### config.mk
export PLATFORM = sky130hd
export DESIGN_NAME = alu_req_arbiter
export DESIGN_NICKNAME = d
export VERILOG_FILES = /design/src/rtl/alu_pkg.sv /design/src/rtl/alu_req_arbiter_rr_arb2.sv /design/src/rtl/alu_req_arbiter.sv
export SDC_FILE = /design/constraint.sdc
export NUM_CORES = 1
export LEC_CHECK = 0
export CAP_MARGIN = 20
export CORE_ASPECT_RATIO = 1.4
export CORE_MARGIN = 10
export CORE_UTILIZATION = 34
export CTS_BUF_LIST = sky130_fd_sc_hd__clkbuf_8
export CTS_CLUSTER_DIAMETER = 80
export CTS_CLUSTER_SIZE = 10
export DETAILED_ROUTE_END_ITERATION = 8
export GPL_ROUTABILITY_DRIVEN = 0
export PLACE_DENSITY = 0.68
export RECOVER_POWER = 50
export SLEW_MARGIN = 5
export SYNTH_ARGS = -nofsm -noshare
export SYNTH_HDL_FRONTEND = slang
export SYNTH_HIERARCHICAL = 1
export SYNTH_SLANG_ARGS = --single-unit
### constraint.sdc
create_clock -name mclk -period 1.8 [get_ports mclk]
set_input_delay 0.36 -clock mclk [delete_from_list [all_inputs] [get_ports mclk]]
set_output_delay 0.36 -clock mclk [all_outputs]
set_load 0.03 [all_outputs]
### src/rtl/alu_pkg.sv
// Shared definitions for the ALU request arbiter: opcodes, FSM states and the
// width of the error counter.
package alu_pkg;

    localparam logic [1:0] OP_ADD = 2'b00;
    localparam logic [1:0] OP_SUB = 2'b01;
    localparam logic [1:0] OP_MUL = 2'b10;
    localparam logic [1:0] OP_DIV = 2'b11;

    localparam int ERR_CNT_W = 4;

    typedef enum logic {
        IDLE = 1'b0,
        EXEC = 1'b1
    } state_t;

endpackage

### src/rtl/alu_req_arbiter_rr_arb2.sv
// Two-way round-robin picker. It owns the last_grant register and returns a
// one-hot winner; last_grant moves only when advance is strobed with a winner.
module rr_arb2 (
    input  logic       mclk,
    input  logic       rst,
    input  logic       req0,
    input  logic       req1,
    input  logic       advance,
    output logic [1:0] win
);

    logic last_grant;

    // On a tie the requester that did not win last time goes first.
    always_comb begin
        win = 2'b00;
        if (req0 && (!req1 || last_grant)) begin
            win = 2'b01;
        end else if (req1) begin
            win = 2'b10;
        end
    end

    always_ff @(posedge mclk or posedge rst) begin
        if (rst) begin
            last_grant <= 1'b1;
        end else if (advance && (win != 2'b00)) begin
            last_grant <= win[1];
        end
    end

endmodule

### src/rtl/alu_req_arbiter.sv
// Arbitrates two requesters onto the shared combinational ALU, registers the
// operands, captures the tagged result and counts error results.
module alu_req_arbiter
    import alu_pkg::*;
#(
    parameter int WIDTH = 3
) (
    input  logic                 mclk,
    input  logic                 rst,
    input  logic                 req0,
    input  logic                 req1,
    input  logic [1:0]           op0,
    input  logic [1:0]           op1,
    input  logic [WIDTH-1:0]     a0,
    input  logic [WIDTH-1:0]     b0,
    input  logic [WIDTH-1:0]     a1,
    input  logic [WIDTH-1:0]     b1,
    output logic                 gnt0,
    output logic                 gnt1,
    output logic [WIDTH-1:0]     alu_in1,
    output logic [WIDTH-1:0]     alu_in2,
    output logic [1:0]           alu_op,
    input  logic [2*WIDTH-1:0]   alu_result,
    input  logic                 alu_zero,
    input  logic                 alu_error,
    output logic [2*WIDTH-1:0]   res,
    output logic                 res_zero,
    output logic                 res_error,
    output logic                 res_id,
    output logic                 res_valid,
    output logic                 busy,
    output logic [ERR_CNT_W-1:0] err_cnt
);

    state_t     state;
    state_t     next_state;
    logic [1:0] win;
    logic       owner;
    logic       sample;

    assign sample = (state == IDLE);
    assign busy   = (state == EXEC);

    rr_arb2 u_arb (
        .mclk    (mclk),
        .rst     (rst),
        .req0    (req0),
        .req1    (req1),
        .advance (sample),
        .win     (win)
    );

    always_ff @(posedge mclk or posedge rst) begin
        if (rst) begin
            state <= IDLE;
        end else begin
            state <= next_state;
        end
    end

    always_comb begin
        next_state = state;
        case (state)
            IDLE:    if (win != 2'b00) next_state = EXEC;
            EXEC:    next_state = IDLE;
            default: next_state = IDLE;
        endcase
    end

    // Grant edge latches the winner's operands; the following edge captures
    // whatever the ALU settled to during the EXEC cycle.
    always_ff @(posedge mclk or posedge rst) begin
        if (rst) begin
            gnt0      <= 1'b0;
            gnt1      <= 1'b0;
            alu_in1   <= '0;
            alu_in2   <= '0;
            alu_op    <= '0;
            owner     <= 1'b0;
            res       <= '0;
            res_zero  <= 1'b0;
            res_error <= 1'b0;
            res_id    <= 1'b0;
            res_valid <= 1'b0;
            err_cnt   <= '0;
        end else begin
            gnt0      <= 1'b0;
            gnt1      <= 1'b0;
            res_valid <= 1'b0;
            if (state == IDLE) begin
                if (win != 2'b00) begin
                    gnt0    <= win[0];
                    gnt1    <= win[1];
                    owner   <= win[1];
                    alu_op  <= win[1] ? op1 : op0;
                    alu_in1 <= win[1] ? a1 : a0;
                    alu_in2 <= win[1] ? b1 : b0;
                end
            end else begin
                res       <= alu_result;
                res_zero  <= alu_zero;
                res_error <= alu_error;
                res_id    <= owner;
                res_valid <= 1'b1;
                if (alu_error && (err_cnt != {ERR_CNT_W{1'b1}})) begin
                    err_cnt <= err_cnt + ERR_CNT_W'(1);
                end
            end
        end
    end

endmodule

# Word level (Yosys, flattened, before mapping)
# Cells that the tools add are included.
[classes]
reduce_logical = 8
n_mux = 12
bitwise = 1
n_addsub = 1
eq_ne = 1
[ops]
columns = ["operator", "n"]
rows = [
  ["$mux W1", 6],
  ["$mux W2", 3],
  ["$mux W3", 2],
  ["$add A4 B1 Y4 const B", 1],
  ["$ne A4 B4 Y1 const B", 1],
  ["$reduce_and A2 Y1", 2],
  ["$logic_and A1 B1 Y1", 3],
  ["$pmux W1 S2", 1],
  ["$reduce_bool A2 Y1", 1],
  ["$logic_not A1 Y1", 1],
  ["$logic_or A1 B1 Y1", 1],
  ["$not A1 Y1", 1],
]
[word_totals]
regBits = 27
word_cells = 37
out_inout_bits = 25
in_bits = 28

# Depth between registers and ports, before layout
[depth]
ltp_word = 7
mapped_depth = 6
ltp_nobuf = 5

# Modules after synthesis
# Netlist, hierarchy kept.
[modules_own_cells]
columns = ["mod", "area_each_um2", "n_inst", "seq_area_each_um2", "cells_each"]
rows = [
  ["alu_req_arbiter", 1084.8, 1, 650.6, 84],
  ["rr_arb2", 60.1, 1, 26.3, 7],
]

# Worst setup path before layout
# No wires, ideal clock.
[synth_timing]
kind = "flip-flop to flip-flop"
from = "register err_cnt[0]"
to = "register err_cnt[1]"
arrival_time_ps = 1337
path_slack_ps = 336
period_less_slack_ps = 1464
n_path_buf = 0
required_time_ps = 1672
setup_time_ps = 128
path_stages_with_launch = 4
cell_sequence = "dfrtp_1 ha_1 a31oi_4 mux2_1"
[synth_between]
elab_chain_cells = 3
word_cells_on_any_way = 4
classes_between = "1 x add/sub; 1 x eq/ne; 2 x reduce/logical"
[synth_lines]
columns = ["element", "line", "text"]
rows = [
  ["start, declared", "alu_req_arbiter.sv:32", "output logic [ERR_CNT_W-1:0] err_cnt"],
  ["start signal, assigned", "alu_req_arbiter.sv:106", "err_cnt <= err_cnt + ERR_CNT_W'(1);"],
  ["branches (longest 3 deep; another with $add A4 B1 Y4)", "n/a", ""],
]
# Several ways; the timed one is not identified.
# A chain may end at the register's enable or synchronous reset.

# Final worst setup path
[layout_timing]
from = "register err_cnt[1]"
to = "output err_cnt[1]"
# No word-level cell between the ends.

==> impl_metrics.py <==
metrics = {
    "timing": {
        "period_share": 0.955,
        "max_slew.worst_pin.slew_ns": 0.714,
        "fmax_mhz": 582,
        "rsz0062_at_grt": "no",
        "fin_crit_ns": 1.72,
        "skew_ns": 0.00543,
        "holdWs_ns": 0.502,
        "finalSetupViolations": 0,
        "final-max-slew-violation-count": 0,
        "fin_setup_tns_ns": 0,
        "max_slew_margin": 0.524,
        "layout_setup_ws_ns": 0.0810,
        "final-hold-violation-count": 0,
    },
    "place": {
        "port_buffers": 52,
        "place_inst": 185,
        "dp_hpwl_mm": 2.27,
        "dp_slack_ns": 0.0272,
        "place_area_um2": 1730,
    },
    "clock_network": {
        "cts-root-buf": "clkbuf_8",
        "post_cts_buffers": 0,
        "h-tree-depth": 1,
        "holdBufCountCts": 0,
        "numCtsBuffers": 3,
        "path_clk_slew_ns": 0.09,
        "cts_num_sinks": 27,
        "clk_path_buf_depth": 2,
        "cts_tree": "yes",
        "clock_latency_ns": 0.27,
        "cts_resized": 2,
    },
    "synth": {
        "synth_top_area_frac": 0.568,
        "yosys-top-cells-count": "dfrtp_1, nand2_1, o21ai_0, mux2_2, mux2i_1",
        "synth_edf_count": 0,
        "synth_top_flop_cell": "dfrtp_1",
        "syn_nets": 120,
        "synth_warnings": 6,
        "synth-seq-cells": 27,
        "synth_area_leaders": "dfrtp_1, mux2_2, mux2i_1",
        "synth_top_area_cell": "dfrtp_1",
        "synth.most_common_cell": "dfrtp_1",
        "ys_seq_area_frac": 0.591,
        "synthDistinctLibCells": 25,
        "async_reset_ff_frac": 1.00,
        "syn_inst": 91,
        "syn_area_per_cell_um2": 12.6,
        "syn-cell-area_um2": 1140,
    },
    "floorplanning": {
        "initial_core_util": 0.360,
        "die-area_um2": 6120,
        "io_pins": 53,
        "rows": 24,
        "die_h_um": 88.7,
        "die_width_um": 69.0,
        "core_area_um2": 3180,
    },
    "global_route": {
        "track_usage": 0.0907,
        "grt_pass1_vias": 1009,
        "antenna_found_initial": 0,
        "grt_max_degree": 18,
        "grt_pass1_wl_mm": 4.71,
        "overflow": 0,
    },
    "power_and_ir_drop": {
        "leakagePower_nw": 0.765,
        "total_power_mw": 3.05,
        "powerDensity_nw_per_um2": 1730,
        "peakVddDrop_mv": 0.898,
    },
    "detailed_routing": {
        "wl_per_cell_um": 14.1,
        "dr_wl_met2_mm": 1.18,
        "drcViolationCount": 0,
        "via_per_inst": 4.62,
        "dr.first_iter.drc_count": 45,
        "highest_layer": "met4",
        "wl_met3_um": 376,
        "wl_met1_mm": 1.08,
        "wirelength_mm": 2.67,
        "ant_nets": 0,
        "vias": 874,
        "first_pass_iters": 4,
    },
    "worst_setup_path": {
        "start_kind": "flop",
        "cp_data_arrival_time_ns": 1.36,
        "cp_top_family": "buffers and inverters",
        "end_kind": "output pin",
        "crit_path_cell_trace": "clkdlybuf4s50_1",
        "crit_slowest_cell": "clkdlybuf4s50_1",
        "cpPeakStageDelay_ns": 0.69,
        "critPathMaxFanout": 4,
        "worst-path-buf-inv": 1,
        "required_ns": 1.44,
        "critical_path_class": "flop to output pin",
    },
    "hold_path": {
        "min_path_type": "flop to flop",
    },
    "layout": {
        "antenna_cells": 0,
        "post-route-util": 0.554,
        "nets": 180,
        "instances_no_fill": 189,
        "drive_above_1_share": 0.127,
        "area_growth_pct": 54.1,
        "postLayoutCellArea_um2": 1760,
    },
    "outcome": {
        "status": "finished clean",
    },
    "flow_run": {
        "drv_cap": 0,
    },
}
==> flip-flops by register name (all words and copies together), names as in the netlist <==
signal and cells:
alu_in2 3, err_cnt 4, res 6, res_valid 1
gnt1 1, alu_in1 3, res_error 1, alu_op 2
u_arb/last_grant 1, res_id 1, owner 1, res_zero 1
gnt0 1, busy 1
==> worst paths after layout <==
check	start	slack, ns	cells past startpoint	to
hold reg to reg	alu_in2[1]$_DFFE_PP0P_	0.50	2	alu_in2[1]$_DFFE_PP0P_
setup / recovery	err_cnt[1]$_DFFE_PP0P_	0.08	1	err_cnt[1]
max in group asynchronous	rst	0.61	3	err_cnt[2]$_DFFE_PP0P_
min in group asynchronous	rst	0.54	2	u_arb/last_grant$_DFFE_PP1P_
setup reg to reg	err_cnt[0]$_DFFE_PP0P_	0.40	3	err_cnt[1]$_DFFE_PP0P_
hold / removal	alu_in2[1]$_DFFE_PP0P_	0.50	2	alu_in2[1]$_DFFE_PP0P_
==> cells in the final DEF, fill, tap and decap left out, types with 2 or more instances in the layout <==
cell type,instances
nand2_1,9
mux2_2,8
mux2i_1,8
o21bai_1,2
clkdlybuf4s50_1,47
clkbuf_1,4
a31oi_1,2
nor3_1,2
inv_1,7
dfrtp_1,26
a21boi_1,2
clkbuf_8,3
buf_4,3
dlygate4sd2_1,2
o21ai_0,9
==> cell type report <==
type	instances	area, um2
timing repair buffer	58	548
sequential	27	677
clock inverter	1	7.51
tap	39	48.8
inverter	7	26.3
multi-input combinational	54	415
clock buffer	3	41.3
fill	315	1420
==> power breakdown <==
part           total (mW)  internal (mW)  switching [mW]
Combinational        1.61          0.711           0.897
Sequential           1.10          0.896           0.203
Clock               0.341          0.157           0.184
Total                3.05           1.76            1.28
==> cells by family after synthesis <==
group / count (synthesis) / synth area share
buffers and inverters: 10 / 0.0459
adders and majority gates: 1 / 0.0109
AOI/OAI and AO/OA: 19 / 0.122
DFF: 27 / 0.591
xor gates and xnor gates: 1 / 0.00765
and+or+nand+nor: 16 / 0.0634
muxes: 17 / 0.158
==> metal layers <==
| metal | up-vias | GRT usage |
|---|---|---|
| met5 | - | 0 |
| met2 | 46 | 0.146 |
| met1 | 398 | 0.0958 |
| met3 | 4 | 0.0527 |
| met4 | 0 | 0.0385 |
| li1 | 426 | - |
Note: power is estimated with default switching activity, not from simulation.
